<file path="src/rtl/booth_divider.sv">
// Sequential signed radix-2 restoring divider.
// One quotient bit per clock on operand magnitudes, signs applied in a final
// fix-up cycle. Divide-by-zero and most-negative/-1 overflow are flagged and
// produce fixed results after the same latency as a normal divide.
module booth_divider #(
    parameter int WIDTH = 4
) (
    input  logic             clk,
    input  logic             rst,
    input  logic             start,
    input  logic [WIDTH-1:0] dividend,
    input  logic [WIDTH-1:0] divisor,
    output logic             busy,
    output logic             done,
    output logic [WIDTH-1:0] quotient,
    output logic [WIDTH-1:0] remainder,
    output logic             dbz,
    output logic             ovf
);

    localparam int CW = $clog2(WIDTH);
    localparam logic [WIDTH-1:0] MOST_NEG = {1'b1, {(WIDTH-1){1'b0}}};
    localparam logic [WIDTH-1:0] ALL_ONES = {WIDTH{1'b1}};

    typedef enum logic [1:0] {IDLE, CALC, FIX} state_t;

    state_t           state_q;
    logic [CW-1:0]    cnt_q;
    logic [WIDTH-1:0] dvd_q;      // original dividend (sign + dbz remainder)
    logic             sgn_d_q;    // divisor sign
    logic [WIDTH-1:0] dvs_mag_q;  // |divisor|; most-negative fits as unsigned
    logic [WIDTH-1:0] prem_q;     // partial remainder, always < |divisor|
    logic [WIDTH-1:0] qmag_q;     // dividend bits shifting out, quotient bits in
    logic             dbz_pend_q;
    logic             ovf_pend_q;
    logic             busy_q, done_q, dbz_q, ovf_q;
    logic [WIDTH-1:0] quo_q, rem_q;

    logic [WIDTH-1:0] dvd_mag_d, dvs_mag_d;
    logic [WIDTH:0]   rem_sh_d;
    logic             ge_d;
    logic [WIDTH-1:0] prem_d, qmag_d;
    logic [WIDTH-1:0] quo_fix_d, rem_fix_d;

    // Operand magnitudes, one restoring step, and the signed fix-up values
    always_comb begin
        dvd_mag_d = dividend[WIDTH-1] ? (~dividend + WIDTH'(1)) : dividend;
        dvs_mag_d = divisor[WIDTH-1]  ? (~divisor  + WIDTH'(1)) : divisor;

        // Shift the next dividend bit into the partial remainder; the extra
        // top bit keeps the compare exact before subtracting.
        rem_sh_d = {prem_q, qmag_q[WIDTH-1]};
        ge_d     = (rem_sh_d >= {1'b0, dvs_mag_q});
        prem_d   = ge_d ? (rem_sh_d[WIDTH-1:0] - dvs_mag_q) : rem_sh_d[WIDTH-1:0];
        qmag_d   = {qmag_q[WIDTH-2:0], ge_d};

        quo_fix_d = (dvd_q[WIDTH-1] ^ sgn_d_q) ? (~qmag_q + WIDTH'(1)) : qmag_q;
        rem_fix_d = dvd_q[WIDTH-1] ? (~prem_q + WIDTH'(1)) : prem_q;
        if (dbz_pend_q) begin
            quo_fix_d = ALL_ONES;
            rem_fix_d = dvd_q;
        end else if (ovf_pend_q) begin
            quo_fix_d = MOST_NEG;
            rem_fix_d = '0;
        end
    end

    // Control FSM with registered results and status
    always_ff @(posedge clk or posedge rst) begin
        if (rst) begin
            state_q    <= IDLE;
            cnt_q      <= '0;
            dvd_q      <= '0;
            sgn_d_q    <= 1'b0;
            dvs_mag_q  <= '0;
            prem_q     <= '0;
            qmag_q     <= '0;
            dbz_pend_q <= 1'b0;
            ovf_pend_q <= 1'b0;
            busy_q     <= 1'b0;
            done_q     <= 1'b0;
            quo_q      <= '0;
            rem_q      <= '0;
            dbz_q      <= 1'b0;
            ovf_q      <= 1'b0;
        end else begin
            case (state_q)
                IDLE: begin
                    done_q <= 1'b0;
                    if (start) begin
                        dvd_q      <= dividend;
                        sgn_d_q    <= divisor[WIDTH-1];
                        dvs_mag_q  <= dvs_mag_d;
                        qmag_q     <= dvd_mag_d;
                        prem_q     <= '0;
                        cnt_q      <= '0;
                        dbz_pend_q <= (divisor == '0);
                        ovf_pend_q <= (dividend == MOST_NEG) && (divisor == ALL_ONES);
                        busy_q     <= 1'b1;
                        state_q    <= CALC;
                    end
                end
                CALC: begin
                    prem_q <= prem_d;
                    qmag_q <= qmag_d;
                    cnt_q  <= cnt_q + CW'(1);
                    if (cnt_q == CW'(WIDTH-1)) state_q <= FIX;
                end
                FIX: begin
                    quo_q   <= quo_fix_d;
                    rem_q   <= rem_fix_d;
                    dbz_q   <= dbz_pend_q;
                    ovf_q   <= ovf_pend_q;
                    done_q  <= 1'b1;
                    busy_q  <= 1'b0;
                    state_q <= IDLE;
                end
                default: state_q <= IDLE;
            endcase
        end
    end

    assign busy      = busy_q;
    assign done      = done_q;
    assign quotient  = quo_q;
    assign remainder = rem_q;
    assign dbz       = dbz_q;
    assign ovf       = ovf_q;

endmodule

</file>
<file path="config.mk">
export PLATFORM = sky130hd
export DESIGN_NAME = booth_divider
export DESIGN_NICKNAME = d
export VERILOG_FILES = /design/src/rtl/booth_divider.sv
export SDC_FILE = /design/constraint.sdc
export NUM_CORES = 1
export LEC_CHECK = 0
export CAP_MARGIN = 20
export CORE_MARGIN = 4
export CORE_UTILIZATION = 55
export DETAILED_ROUTE_END_ITERATION = 8
export MAX_ROUTING_LAYER = met4
export PLACE_DENSITY = 0.91
export REMOVE_ABC_BUFFERS = 1
export SLEW_MARGIN = 40
export SYNTH_ARGS = -nofsm -noshare
export SYNTH_HDL_FRONTEND = slang
export SYNTH_SLANG_ARGS = --single-unit
</file>
<file path="constraint.sdc">
create_clock -name clk -period 1.8 [get_ports clk]
set_input_delay 0.36 -clock clk [delete_from_list [all_inputs] [get_ports clk]]
set_output_delay 0.36 -clock clk [all_outputs]
set_load 0.02 [all_outputs]
</file>
# Word-level counts from Yosys, hierarchy flattened
# Cells that the tools add are included.
# Widths: inputs -> output; s select.
dict set report word_totals {
  regBits 35
  latchBits 0
  ram_bits 0
  romBits 0
  in_bits 11
  output_inout_bits 12
  elab_cells 64
  mem_count 0
}
dict set report classes {
  addsub 6
  multipliers 0
  div 0
  magnitude_cmp 1
  n_eq_ne 7
  n_shift 0
  muxes 21
  bitwise_logic 5
  n_reduce_logical 9
}
# op count
set op_table {}
lappend op_table {{$mux 4} 11}
lappend op_table {{$add 4x1->4 const B} 4}
lappend op_table {{$not 4->4} 4}
lappend op_table {{$pmux 4 s2} 2}
lappend op_table {{$eq 4x4->1 const B} 2}
lappend op_table {{$pmux 2 s2} 2}
lappend op_table {{$reduce_and 2->1} 4}
lappend op_table {{$mux 2} 3}
lappend op_table {{$ge 5x4->1} 1}
lappend op_table {{$eq 2x2->1 const B} 2}
lappend op_table {{$logic_not 4->1} 1}
lappend op_table {{$ne 2x2->1 const B} 2}
lappend op_table {{$pmux 1 s2} 2}
lappend op_table {{$reduce_bool 2->1} 2}
lappend op_table {{$sub 4x4->4} 1}
lappend op_table {{$add 2x1->2 const B} 1}
lappend op_table {{$eq 2x1->1 const B} 1}
lappend op_table {{$logic_not 2->1} 1}
lappend op_table {{$logic_and 1x1->1} 1}
lappend op_table {{$mux 1} 1}
lappend op_table {{$xor 1x1->1} 1}

# Longest topological paths before layout
dict set report depth {
  depth_word 5
  mapped_depth 6
  mapped_depth_nobuf 6
}

# Worst setup path before layout
# Ideal clock, no wire load.
dict set report synth_timing {
  path_type {reg2reg}
  startpoint {register prem_q[1]}
  endpoint {register prem_q[0]}
  setup_ps 122
  arrival_ps 1490
  t_required_ps 1678
  setup_slack_ps 188
  stages_incl_launch_ff 6
  n_path_buf 0
  period_less_slack_ps 1612
  cell_sequence {dfrtp_1 ha_1 o21ai_0 a21oi_1 or3_1 a32o_1}
}
dict set report synth_between {
  elab_chain_cells 3
}
# element line_no
set synth_lines {}
lappend synth_lines {{from (decl)} 32} ;# logic [WIDTH-1:0] prem_q;
lappend synth_lines {{from (signal assigned)} 104} ;# prem_q <= prem_d;
lappend synth_lines {{$ge 5x4->1} 53} ;# ge_d = (rem_sh_d >= {1'b0, dvs_mag_q});
lappend synth_lines {{$mux 4} 54} ;# prem_d = ge_d ? (rem_sh_d[WIDTH-1:0] - dvs_mag_q) : rem_sh_d[WIDTH-1:0];
lappend synth_lines {{$pmux 4 s2} 87} ;# case (state_q)
# Every way passes these cells.
# A chain may end at the register's enable or synchronous reset.

# Final worst setup path
dict set report layout_timing {
  startpoint {register prem_q[2]}
  endpoint {register prem_q[1]}
}
# The elaborated chain is that of the path after synthesis.

==> metrics <==
min-delay worst type=in2async; global-route wire length before repair=7086 um; clock tree buffer depth=2; CTS clk-pin slew, worst paths=100 ps; Final Total Pwr=3.981 mW; post-synth cell types=39; count of input and output buffers=22; number of placement rows=20; average via count per standard cell=5.693; number of storage elements in the synthesis netlist=35; mean routed wirelength per cell=14.87 um; power per standard cell area=1789 nW/um^2; initial antenna violation count=0; Leakage Power=1.018 nW; sum of buffers and inverters on the critical path=0; sequential-to-total area share from yosys stat=47.55%; last weighted congestion value of the routability-driven placer=0.8980; number of placed cells counting well taps=268; DRT Wirelength=4118 um; Critical Path End Type=flip-flop; endpoints failing hold=0; commonest cells after routing, fill and taps aside=nand2_1 (38), dfrtp_1 (35), o21ai_0 (22), clkdlybuf4s50_1 (22); DRC marker count from the first detailed-route iteration=97; Max-Slew Margin vs Limit=64.81%; post-route fraction of the period consumed by the critical path=95.51%; arrival time reported for the critical path endpoint=1960 ps; number of DRC violations after detailed routing=0; kind of cell adding the most delay to the critical path=simple AND/OR/NAND/NOR gates; final std cells w/o fill=277; router iterations before antenna repair=4; Antenna diodes=0; vias in the first global route=1591; kind of critical path=reg2reg; CTS root buffer=clkbuf_4; count of max-cap constraint violations=0; layout net count=254; Cells after Synth=200; maximum clock skew at final layout=3.151 ps; slowest stage cell on the critical path=dfrtp_1; Antenna Violating Nets Remaining=0; overflow left after global routing=0; GRT Overall Usage=22.34%; number of pins exceeding their max-slew limit in the final report=0; CTS Buf Count=5; CP Cell Sequence=ha_1, nand4_1, nand2_2, or3_1, a32o_1; Syn Std Cell Area=1842 um^2; Worst-Margin Slew=521.3 ps; slowest cell delay on critical path=420 ps; area growth from synthesis to layout=20.86%; largest net degree at the start of global routing=36; worst voltage drop across the vdd grid=923.7 uV; required time at the endpoint of the critical path=2040 ps; DP HPWL=3032 um; CTS tree=done; die outline height=65.87 um; synthesized area divided by synthesized cell count=9.209 um^2; area inside the core boundary=3128 um^2; vias=1577; full die area=4338 um^2; total of endpoints with negative setup slack in the final report=0; highest fanout seen on the critical path=7; clock latency of the later-clocked register in the worst-skew pair=340 ps; layout cells sized above 1=9.013%; synthesis warning total=0; post-route minimum period=1719 ps; H-tree lvl count=2; die outline width=65.87 um; leading cell type in the layout, fill and taps excluded=nand2_1; num ports=23; status=complete, no violations; Worst Setup Start Kind=flip-flop; initial core utilization=58.88%; FILL cells=253; clock sink total=35; FMAX=581.7 MHz
## final cells by class
type                            instances  area [um^2]  share of cell area, %
Clock inverter                          1        5.005                 0.2248
Multi-Input combinational cell        145        904.6                  40.64
Tap cell                               44        55.05                  2.473
Sequential cell                        35        875.8                  39.35
Clock buffer                            7        45.04                  2.024
Inverter                               14        52.55                  2.361
Timing Repair Buffer                   31        287.8                  12.93
## final timing paths
check / cells after the start / startpoint / slack, ps / end
min: 3 / rst / 400 / remainder[2]$_DFFE_PP0P_
min in group clk: 2 / busy$_DFFE_PP0P_ / 480 / busy$_DFFE_PP0P_
max in group asynchronous: 3 / rst / 1080 / sgn_d_q$_DFFE_PP0P_
max reg2reg: 5 / prem_q[2]$_DFFE_PP0P_ / 80 / prem_q[1]$_DFFE_PP0P_
max: 5 / prem_q[2]$_DFFE_PP0P_ / 80 / prem_q[1]$_DFFE_PP0P_
min reg2reg: 2 / busy$_DFFE_PP0P_ / 480 / busy$_DFFE_PP0P_
## worst register-to-register path, stage by stage (launching register included)
cell and delay (ps):
dfrtp_1 420, ha_1 330, nand4_1 130, nand2_2 110, or3_1 370, a32o_1 260
## stage by stage
stage	hold WS (ps)	instance area, um^2	setup WS [ps]	utilization (%)	TNS (ps)
floorplan	446.0	1813	188.4	-	0
global placement	457.7	2148	97.18	68.68	0
detailed placement	462.9	2148	38.17	68.68	0
CTS	415.3	2198	22.88	70.28	0
global route	422.3	2226	-5.798	71.16	-5.798
finish	403.0	2226	80.79	71.16	0
## synth_stat cells
master / n / share of area [%]
nor4b_1: 1 / 0.48
dfrtp_1: 35 / 48
nor2_2: 1 / 0.34
a21oi_1: 4 / 1.1
or4_1: 1 / 0.41
nand2b_1: 4 / 1.4
mux2i_1: 2 / 1.1
and4_1: 1 / 0.48
inv_1: 14 / 2.9
a221oi_1: 2 / 0.95
o21ai_0: 23 / 6.2
nor3_1: 4 / 1.1
nor2_1: 14 / 2.9
xnor2_1: 5 / 2.4
nand3_1: 3 / 0.81
clkbuf_1: 1 / 0.20
or3_1: 2 / 0.68
nand4_1: 1 / 0.34
nand2_2: 1 / 0.34
a32oi_1: 1 / 0.48
nor2b_1: 3 / 1.0
and2_1: 2 / 0.68
o21a_1: 3 / 1.2
o21bai_2: 1 / 0.61
o211ai_1: 1 / 0.41
and2b_1: 1 / 0.41
ha_1: 10 / 6.8
a31oi_1: 1 / 0.34
a22oi_1: 3 / 1.2
o311ai_0: 1 / 0.48
nand2_1: 38 / 7.7
xor2_1: 2 / 0.95
a32o_1: 2 / 1.1
fa_1: 1 / 1.1
a22o_1: 1 / 0.48
or2b_1: 2 / 0.81
o31ai_1: 2 / 0.81
o311ai_1: 1 / 0.48
buf_2: 5 / 1.4
## what timing repair did
item | CTS | global route
hold buffers | 0 | 0
setup buffers | 0 | 1
gates resized for setup | 0 | 4
hold endpoints to repair | 0 | 0
endpoints found under the setup margin | 0 | 3
## logic make-up (layout without fill, tap and decap cells)
group	count (synthesis)	count (layout)	share of synthesized area, %
AOI/OAI and AO/OA	46	46	15.90
xor gates and xnor gates	7	7	3.329
adders and majority gates	11	11	7.880
buffers and inverters	20	53	4.415
DFF	35	35	47.55
muxes	2	2	1.087
and+or+nand+nor	79	79	19.84
## power by group
group	switching (mW)	total [mW]	internal [mW]	leakage (nW)
clock network	0.262	0.414	0.152	0.0293
logic	1.14	2.12	0.977	0.553
registers	0.314	1.45	1.14	0.435
total	1.72	3.98	2.27	1.02
## registers in the layout, indices dropped and copies added (netlist names), 2 cells and up
signal and count:
state_q 2, remainder 4, quotient 4, dvd_q 4, dvs_mag_q 4, cnt_q 2
prem_q 4, qmag_q 4
## routing by layer
metal / GRT usage [%] / vias to the layer above / wire length (um)
met1: 25.11 / 750 / 1691
met4: 13.21 / 0 / 169
met5: - / - / 0
li1: - / 752 / -
met3: 6.803 / 17 / 284
met2: 35.04 / 58 / 1972
Power figures use the tool's default switching activity.
